--- src/rtl/img_mem_streamer_if.sv ---
// ============================================================================
// Module   : img_mem_streamer_if
// Purpose  : Memory read port and pixel stream bundle for img_mem_streamer.
// Revision : 1.0 - initial release
// ============================================================================
`default_nettype none

interface img_mem_streamer_if #(
  parameter int ADDR_W = 15,
  parameter int DATA_W = 8
);
  logic [ADDR_W-1:0] mem_addr;
  logic              mem_rd_en;
  logic [DATA_W-1:0] mem_q;
  logic [DATA_W-1:0] out_data;
  logic              out_valid;
  logic              out_ready;
  logic              out_last;

  modport master (
    output mem_addr, mem_rd_en, out_data, out_valid, out_last,
    input  mem_q, out_ready
  );

  modport slave (
    input  mem_addr, mem_rd_en, out_data, out_valid, out_last,
    output mem_q, out_ready
  );
endinterface

`default_nettype wire

--- src/rtl/img_mem_streamer.sv ---
// ============================================================================
// Module   : img_mem_streamer
// Purpose  : Scans a synchronous-read image memory and streams words through a
//            credit-managed FIFO. IMG_WINDOW_EN adds 2D window addressing.
// Revision : 1.0 - initial release
// ============================================================================
`default_nettype none

module img_mem_streamer #(
  parameter int ADDR_W     = 15,
  parameter int DATA_W     = 8,
  parameter int FIFO_DEPTH = 4
) (
  input  logic              clk,
  input  logic              rst,
  input  logic              start_i,
  input  logic [ADDR_W-1:0] base_addr_i,
  input  logic [ADDR_W:0]   count_i,
`ifdef IMG_WINDOW_EN
  input  logic [ADDR_W-1:0] win_cols_i,
  input  logic [ADDR_W-1:0] win_stride_i,
`endif
  output logic              busy_o,
  output logic              done_o,
  img_mem_streamer_if.master bus
);

  localparam int PW = $clog2(FIFO_DEPTH);

  typedef enum logic [1:0] {
    S_IDLE  = 2'd0,
    S_RUN   = 2'd1,
    S_DRAIN = 2'd2,
    S_DONE  = 2'd3
  } state_e;

  state_e             state_q, state_d;
  logic [ADDR_W-1:0]  addr_q, addr_d;
  logic [ADDR_W:0]    rd_rem_q, rd_rem_d;
  logic               infl_q, infl_last_q;
  logic [DATA_W-1:0]  fifo_data_q [FIFO_DEPTH];
  logic [FIFO_DEPTH-1:0] fifo_last_q;
  logic [PW-1:0]      wptr_q, rptr_q;
  logic [PW:0]        fcnt_q;
`ifdef IMG_WINDOW_EN
  logic [ADDR_W-1:0]  row_q, row_d, col_q, col_d, cols_q, cols_d, stride_q, stride_d;
`endif

  logic          push, pop, rd_en, last_rd, credit_ok, head_last;
  logic [PW+1:0] occ;

  assign push      = infl_q;
  assign pop       = bus.out_valid && bus.out_ready;
  assign last_rd   = (rd_rem_q == (ADDR_W+1)'(1));
  assign head_last = fifo_last_q[rptr_q];

  // A read is allowed only if its word is guaranteed a FIFO slot on arrival.
  assign occ       = {1'b0, fcnt_q} + {{(PW+1){1'b0}}, infl_q} - {{(PW+1){1'b0}}, pop};
  assign credit_ok = occ < (PW+2)'(FIFO_DEPTH);

  always_comb begin
    state_d  = state_q;
    addr_d   = addr_q;
    rd_rem_d = rd_rem_q;
    rd_en    = 1'b0;
`ifdef IMG_WINDOW_EN
    row_d    = row_q;
    col_d    = col_q;
    cols_d   = cols_q;
    stride_d = stride_q;
`endif
    case (state_q)
      S_IDLE: begin
        if (start_i) begin
          addr_d   = base_addr_i;
          rd_rem_d = count_i;
          state_d  = (count_i == '0) ? S_DONE : S_RUN;
`ifdef IMG_WINDOW_EN
          row_d    = base_addr_i;
          col_d    = '0;
          cols_d   = (win_cols_i == '0) ? ADDR_W'(1) : win_cols_i;
          stride_d = win_stride_i;
`endif
        end
      end
      S_RUN: begin
        rd_en = (rd_rem_q != '0) && credit_ok;
        if (rd_en) begin
          rd_rem_d = rd_rem_q - (ADDR_W+1)'(1);
`ifdef IMG_WINDOW_EN
          if (col_q == cols_q - ADDR_W'(1)) begin
            addr_d = row_q + stride_q;
            row_d  = row_q + stride_q;
            col_d  = '0;
          end else begin
            addr_d = addr_q + ADDR_W'(1);
            col_d  = col_q + ADDR_W'(1);
          end
`else
          addr_d = addr_q + ADDR_W'(1);
`endif
          if (last_rd) state_d = S_DRAIN;
        end
      end
      S_DRAIN: begin
        if (pop && head_last) state_d = S_DONE;
      end
      S_DONE:  state_d = S_IDLE;
      default: state_d = S_IDLE;
    endcase
  end

  always_ff @(posedge clk) begin
    if (rst) begin
      state_q     <= S_IDLE;
      addr_q      <= '0;
      rd_rem_q    <= '0;
      infl_q      <= 1'b0;
      infl_last_q <= 1'b0;
      wptr_q      <= '0;
      rptr_q      <= '0;
      fcnt_q      <= '0;
      fifo_last_q <= '0;
`ifdef IMG_WINDOW_EN
      row_q       <= '0;
      col_q       <= '0;
      cols_q      <= '0;
      stride_q    <= '0;
`endif
    end else begin
      state_q     <= state_d;
      addr_q      <= addr_d;
      rd_rem_q    <= rd_rem_d;
      infl_q      <= rd_en;
      infl_last_q <= rd_en && last_rd;
`ifdef IMG_WINDOW_EN
      row_q       <= row_d;
      col_q       <= col_d;
      cols_q      <= cols_d;
      stride_q    <= stride_d;
`endif
      if (push) begin
        wptr_q              <= wptr_q + 1'b1;
        fifo_last_q[wptr_q] <= infl_last_q;
      end
      if (pop) rptr_q <= rptr_q + 1'b1;
      case ({push, pop})
        2'b10:   fcnt_q <= fcnt_q + 1'b1;
        2'b01:   fcnt_q <= fcnt_q - 1'b1;
        default: fcnt_q <= fcnt_q;
      endcase
    end
  end

  // Storage needs no reset: reads are gated by occupancy.
  always_ff @(posedge clk) begin
    if (push) fifo_data_q[wptr_q] <= bus.mem_q;
  end

  assign bus.mem_addr  = addr_q;
  assign bus.mem_rd_en = rd_en;
  assign bus.out_valid = (fcnt_q != '0);
  assign bus.out_data  = bus.out_valid ? fifo_data_q[rptr_q] : '0;
  assign bus.out_last  = bus.out_valid && head_last;
  assign busy_o        = (state_q != S_IDLE);
  assign done_o        = (state_q == S_DONE);

endmodule

`default_nettype wire

--- src/flat_wrapper.sv ---
// flat-port wrapper written by rule: the top's interface ports become plain ports
module img_mem_streamer_flat 
#(
  parameter int ADDR_W     = 15,
  parameter int DATA_W     = 8,
  parameter int FIFO_DEPTH = 4
)
  (clk, rst, start_i, base_addr_i, count_i, busy_o, done_o, bus_mem_addr, bus_mem_rd_en, bus_out_data, bus_out_valid, bus_out_last, bus_mem_q, bus_out_ready);
  img_mem_streamer_if #(.ADDR_W(ADDR_W), .DATA_W(DATA_W)) bus_i ();
  input  logic clk;
  input  logic rst;
  input  logic start_i;
  input  logic [ADDR_W-1:0] base_addr_i;
  input  logic [ADDR_W:0] count_i;
  output logic busy_o;
  output logic done_o;
  output wire logic [$bits(bus_i.mem_addr)-1:0] bus_mem_addr;
  output wire logic [$bits(bus_i.mem_rd_en)-1:0] bus_mem_rd_en;
  output wire logic [$bits(bus_i.out_data)-1:0] bus_out_data;
  output wire logic [$bits(bus_i.out_valid)-1:0] bus_out_valid;
  output wire logic [$bits(bus_i.out_last)-1:0] bus_out_last;
  input wire logic [$bits(bus_i.mem_q)-1:0] bus_mem_q;
  input wire logic [$bits(bus_i.out_ready)-1:0] bus_out_ready;
  assign bus_mem_addr = bus_i.mem_addr;
  assign bus_mem_rd_en = bus_i.mem_rd_en;
  assign bus_out_data = bus_i.out_data;
  assign bus_out_valid = bus_i.out_valid;
  assign bus_out_last = bus_i.out_last;
  assign bus_i.mem_q = bus_mem_q;
  assign bus_i.out_ready = bus_out_ready;
  img_mem_streamer #(.ADDR_W(ADDR_W), .DATA_W(DATA_W), .FIFO_DEPTH(FIFO_DEPTH)) u_core (.clk(clk), .rst(rst), .start_i(start_i), .base_addr_i(base_addr_i), .count_i(count_i), .busy_o(busy_o), .done_o(done_o), .bus(bus_i));
endmodule
--- config.mk ---
export PLATFORM = sky130hd
export DESIGN_NAME = img_mem_streamer_flat
export DESIGN_NICKNAME = d
export VERILOG_FILES = /design/src/rtl/img_mem_streamer_if.sv /design/src/rtl/img_mem_streamer.sv /design/src/flat_wrapper.sv
export SDC_FILE = /design/constraint.sdc
export NUM_CORES = 1
export LEC_CHECK = 0
export ABC_CLOCK_PERIOD_IN_PS = 2400
export BUFFER_PORTS_ARGS = -buffer_cell sky130_fd_sc_hd__buf_4
export CELL_PAD_IN_SITES_DETAIL_PLACEMENT = 0
export CELL_PAD_IN_SITES_GLOBAL_PLACEMENT = 2
export CORE_MARGIN = 1.5
export CORE_UTILIZATION = 32
export DETAILED_ROUTE_END_ITERATION = 7
export GPL_TIMING_DRIVEN = 0
export PLACE_DENSITY = 0.82
export SLEW_MARGIN = 40
export SYNTH_ARGS = -nofsm -noshare
export SYNTH_HDL_FRONTEND = slang
export SYNTH_SLANG_ARGS = --single-unit
--- constraint.sdc ---
create_clock -name clk -period 2.4 [get_ports clk]
set_input_delay 0.12 -clock clk [delete_from_list [all_inputs] [get_ports clk]]
set_output_delay 0.12 -clock clk [all_outputs]
set_load 0.02 [all_outputs]
## Word level (Yosys, flattened, before mapping)

Memory sizes are Yosys's and may differ from the RTL's. A register that Yosys moved wholly into a read port is not among the register bits.
Cells that the tools add are included.

| cells by class | value |
|---|---|
| $add $sub $neg | 8 |
| order comparisons | 4 |
| eq/ne operators | 10 |
| multiplexer cells | 24 |
| reduce and logical (&&, ||, !) cells | 15 |

Operator list:

| kind | count |
|---|---|
| 16-bit 2-to-1 mux | 2 |
| 16-bit one-hot mux with 2 select lines | 1 |
| 15-bit 2-to-1 mux | 2 |
| 15-bit one-hot mux with 2 select lines | 1 |
| 16-bit by 1-bit equality test with 1-bit output (second input constant) | 1 |
| 16-bit logical NOT | 1 |
| 16-bit nonzero test | 1 |
| 16-bit by 1-bit subtractor with 16-bit output (second input constant) | 1 |
| 15-bit by 1-bit adder with 15-bit output (second input constant) | 1 |
| 2-bit 2-to-1 mux | 7 |
| 8-bit 2-to-1 mux | 1 |
| 2-bit one-hot mux with 4 select lines | 1 |
| 2-bit equality test (second input constant) | 3 |
| 1-bit logical AND | 6 |
| 2-bit by 3-bit < comparator with 1-bit output (second input constant) | 2 |
| 2-bit by 1-bit inequality test with 1-bit output (second input constant) | 3 |
| 3-bit one-hot mux with 2 select lines | 1 |
| 2-bit nonzero test | 3 |
| 1-bit 2-to-1 mux | 5 |
| 2-bit by 1-bit adder with 2-bit output (second input constant) | 2 |
| 3-bit by 1-bit adder with 4-bit output | 1 |
| 4-bit bitwise mux | 1 |
| 2-bit by 1-bit equality test with 1-bit output (second input constant) | 2 |
| 4-bit by 3-bit < comparator with 1-bit output (second input constant) | 1 |
| other kinds (11) | 11 |

| word-level totals | value |
|---|---|
| register bits after elaboration | 46 |
| RAM bits | 32 |
| bits of input ports | 43 |
| output and inout port bits | 28 |
| logic and storage cells | 71 |
| memories kept | 1 |

Memory list:

| name | words | bits a word | read ports | clocked after Yosys merged registers in | write ports | line | source |
|---|---|---|---|---|---|---|---|
| u_core.fifo_data_q | 4 | 8 | 1 | 1 | 1 | img_mem_streamer.sv:41 | `logic [DATA_W-1:0] fifo_data_q [FIFO_DEPTH];` |

## Logic depth before layout (Yosys ltp)

| depth | value |
|---|---|
| depth in word-level cells | 7 |
| depth in mapped cells | 11 |

## Worst setup path after synthesis

OpenSTA, ideal clock, no wires.

| timing | value |
|---|---|
| path type | register -> register |
| from | register u_core.fcnt_q[0] |
| to | register u_core.state_q[0] |
| setup time | 0.095 ns |
| arrival | 2.480 ns |
| required time | 2.305 ns |
| setup slack | -0.175 ns |
| cell stages (with the launch flop) | 11 |
| path buffers | 0 |
| cells stage by stage | dfxtp_1 or3_1 and2_0 nand2b_1 ha_1 and3b_1 mux2i_1 nand2_1 o41ai_4 nand2_2 a221oi_1 |

| between the ends | value |
|---|---|
| longest elaborated chain between the ends | 7 |
| elaborated cells on any way between the ends | 10 |
| those cells by class | 2 x add/sub; 1 x order compare; 2 x eq/ne; 5 x reduce/logical |

RTL lines:

| element | line | source |
|---|---|---|
| start: declaration | img_mem_streamer.sv:44 | `logic [PW:0] fcnt_q;` |
| start signal: assignment | img_mem_streamer.sv:148 | `2'b10: fcnt_q <= fcnt_q + 1'b1;` |
| start signal: assignment | img_mem_streamer.sv:149 | `2'b01: fcnt_q <= fcnt_q - 1'b1;` |
| start signal: assignment | img_mem_streamer.sv:150 | `default: fcnt_q <= fcnt_q;` |
| parallel branches: the longest is 6 deep, another holds 3-bit by 1-bit adder with 4-bit output | -- |  |
| 4-bit AND reduction (no line) (*) | -- |  |
| end signal: assignment | img_mem_streamer.sv:131 | `state_q <= state_d;` |
| end: declaration | img_mem_streamer.sv:37 | `state_e state_q, state_d;` |

Mark *: on every way between the ends.
A chain may end at the register's enable or synchronous reset.

## Worst setup path in the final report

| timing | value |
|---|---|
| from | register u_core.fcnt_q[0] |
| to | register u_core.rd_rem_q[10] |

| between the ends | value |
|---|---|
| longest elaborated chain between the ends | 7 |
| elaborated cells on any way between the ends | 8 |
| those cells by class | 2 x add/sub; 1 x order compare; 1 x eq/ne; 4 x reduce/logical |

RTL lines:

| element | line | source |
|---|---|---|
| parallel branches: the longest is 2 deep, another holds 3-bit by 1-bit adder with 4-bit output | -- |  |
| 4-bit by 1-bit subtractor with 4-bit output (*) | img_mem_streamer.sv:58 | `assign occ = {1'b0, fcnt_q} + {{(PW+1){1'b0}}, infl_q} - {{(PW+1){1'b0}}, pop};` |
| 4-bit by 3-bit < comparator with 1-bit output (*) | img_mem_streamer.sv:59 | `assign credit_ok = occ < (PW+2)'(FIFO_DEPTH);` |
| 1-bit logical AND (*) | img_mem_streamer.sv:87 | `rd_en = (rd_rem_q != '0) && credit_ok;` |
| 2-bit by 1-bit inequality test with 1-bit output (no line) (*) | -- |  |
| 3-bit AND reduction (no line) (*) | -- |  |
| end signal: assignment | img_mem_streamer.sv:133 | `rd_rem_q <= rd_rem_d;` |
| end: declaration | img_mem_streamer.sv:39 | `logic [ADDR_W:0] rd_rem_q, rd_rem_d;` |

Marked as above.

==> out/summary.txt <==
CTS root buf -> clkbuf_16
Die height -> 119 um
Area grow syn2layout -> 38.9%
Post-synth top flop -> dfxtp_1
Remaining DRCs -> 0
Post-synth top area cell -> dfxtp_1
Vias/cell -> 5.36
Crit path max fanout -> 3
Share of the clock period used by the worst path after layout -> 111%
Routed wire length -> 13,300 um
Max-cap violations -> 0
Vias in the first global route -> 3,842
Avg Inst Size Synth -> 9.77 um2
Placer Congestion -> 0.828
Failing checks -> setup timing
Ant diodes -> 0
Overall Power -> 9.16 mW
Final Setup Violations -> 34
Sw Ratio -> 44.9%
CP Launch Type -> flop
Full die area -> 0.0141 mm2
Ys Warns -> 0
Commonest cells in the synthesized netlist -> 53 x nand2_1, 48 x dfxtp_1, 41 x a21oi_1
Cts bufs inserted -> 9
Core box area -> 0.0131 mm2
PD cells -> 1540 mW/mm2
Required time of the critical path -> 2.67 ns
Maximum clock path buffer count -> 2
Worst Tran Pin Value -> 0.750 ns
Final Hold Fails -> 0
Peak VDD IR -> 0.000521 V
Layout cells sized above 1 -> 35.2%
Crit. End Element -> flop
Mapped Cells -> 439
Post-synth EDFFs -> 32
Cell area after synthesis -> 0.00429 mm2
DR WL/cell -> 18.2 um
Row cnt -> 42
Num ports -> 71
Initial DRT Pass Iterations -> 4
Pleak -> 2.20 nW
Crit path kind -> flop to flop
Via count -> 3,927
Share of the synthesized area in the top cell type -> 22.4%
Total negative slack -> -4.74 ns
Internal power -> 5.05 mW
Drt initial violations -> 198
Max Transition Viols Final -> 0
Die Wd -> 119 um
Synthesized flop and latch total -> 80
Status -> finished, violations left
Worst Slack Setup Final -> -0.272 ns
Comb pwr share -> 61.3%
Worst hold path type -> primary input to flop
Initial antenna violation count -> 0
Nets -> 609
Post-route minimum period -> 2.67 ns
Remaining global-route overflow -> 0
NetSw -> 4.11 mW
Clock power share -> 15.6%
Post-synth ARST share -> 0%
DP Wirelength -> 8860 um
RSZ-0062 raised after global routing -> yes
Net count after synthesis -> 496
Skew final -> 0.00573 ns
Total GRT Usage -> 18.9%
First-pass GRT wire length -> 20,700 um
Clock slew at reported path FFs -> 0.06 ns
CP arrival -> 2.95 ns
Initial core utilization -> 32.6%
Ranking of synthesized cells by area -> dfxtp_1 22%, edfxtp_1 22%, a21oi_1 4.8%, mux4_2 4.7%, nand2_1 4.6%
Synth cell types -> 63
Post-synthesis sequential area ratio -> 44.8%
F_max -> 0.374 GHz
Most common cell in the netlist -> nand2_1
Slew HR -> 50.0%
Flop pwr share -> 23.2%
CTS tree -> yes
DRT antenna net count -> 0
PortBufs -> 70
H-tree depth -> 3
Pin count of the biggest net entering global routing -> 16
Clk_lat worst skew -> 0.35 ns
Sink Count -> 80
==> final timing paths <==
check | startpoint | to | slack, ns | cells after the start
min | count_i[14] | u_core.rd_rem_q[14] | 0.07 | 3
min reg2reg | u_core.fifo_last_q[3] | u_core.fifo_last_q[3] | 0.47 | 2
max | u_core.fcnt_q[0] | u_core.rd_rem_q[10] | -0.27 | 14
max reg2reg | u_core.fcnt_q[0] | u_core.rd_rem_q[10] | -0.27 | 14
==> power groups by stage <==
stage | combinational, mW | sequential [mW] | clock, mW
detailed placement | 4.07 | 2.13 | 0
global route | 6.00 | 2.16 | 1.49
floorplan | 2.72 | 2.19 | 0
CTS | 4.87 | 2.11 | 1.45
global placement | 4.05 | 2.13 | 0
finish | 5.61 | 2.12 | 1.43
==> cells by family after synthesis <==
group,Yosys count,share of synthesized area [%]
and+or+nand+nor,169,20.6
AOI/OAI and AO/OA,111,18.0
DFF,80,44.8
buffers and inverters,42,4.38
muxes,16,6.48
adders and majority gates,14,4.26
xor gates and xnor gates,7,1.43
==> worst max-delay path: stages (launching register included) <==
cell and delay (ns):
dfxtp_4 0.34, or3_4 0.36, and2_4 0.16, nand2b_4 0.07
ha_4 0.20, nand3_1 0.09, o21ai_2 0.10, xnor2_2 0.27
nor3_4 0.08, buf_4 0.14, buf_4 0.12, buf_4 0.12
buf_4 0.12, a311o_1 0.34, o21ai_0 0.06
==> layout by cell type (no fill, tap or decap), types with 7 or more instances in the layout <==
master,instances
edfxtp_1,32
nand3_1,12
mux4_2,9
and2_1,15
o32ai_1,9
nor3_1,17
nand2_1,47
clkbuf_1,12
ha_1,12
buf_4,86
dfxtp_1,46
dlygate4sd3_1,8
clkbuf_16,9
nor2_1,27
o21ai_2,9
buf_6,9
a21oi_1,31
inv_1,16
and3_1,7
==> layer usage <==
metal  GRT usage, %  share of wire [%]
met4           10.1                3.1
met5              0                  0
met1           24.1                 44
met3           2.99                5.0
met2           30.7                 48
==> stage by stage <==
step                hold slack (ns)  worst slack, ns  cell area [um2]  utilization, %  instances
CTS                          0.0576           -0.269             5700            43.4        725
detailed placement            0.325           -0.341             5060            38.5        685
finish                       0.0665           -0.272             5960            45.3        733
global route                 0.0885           -0.376             5960            45.3        733
global placement              0.320           -0.360             5060            38.5        685
floorplan                     0.219          0.00311             4310               -        439
==> timing repair <==
action                                  CTS  global route
pin swaps                                10            16
hold buffers                              8             0
endpoints found under the setup margin   36            35
setup buffers                            45             5
resized for setup                        37            49
cloned                                    2             3
hold endpoints to repair                 32             0
==> sequential cells by signal, indices dropped and copies added (netlist names), named ones only <==
| register | cells |
|---|---|
| u_core.state_q | 2 |
| u_core.fifo_data_q | 32 |
| u_core.rptr_q | 2 |
| u_core.infl_last_q | 1 |
| u_core.bus.mem_addr | 15 |
| u_core.infl_q | 1 |
| u_core.fcnt_q | 3 |
| u_core.wptr_q | 2 |
| u_core.fifo_last_q | 4 |
| u_core.rd_rem_q | 16 |
==> cell type report <==
class	count	area, um2
Clock inverter	7	76.3
Sequential cell	80	1930
Timing Repair Buffer	101	830
Clock buffer	9	225
Inverter	17	63.8
Buffer	25	143
Tap cell	176	220
Multi-Input combinational cell	318	2470
Fill cell	1296	7180
Power figures use the tool's default switching activity.
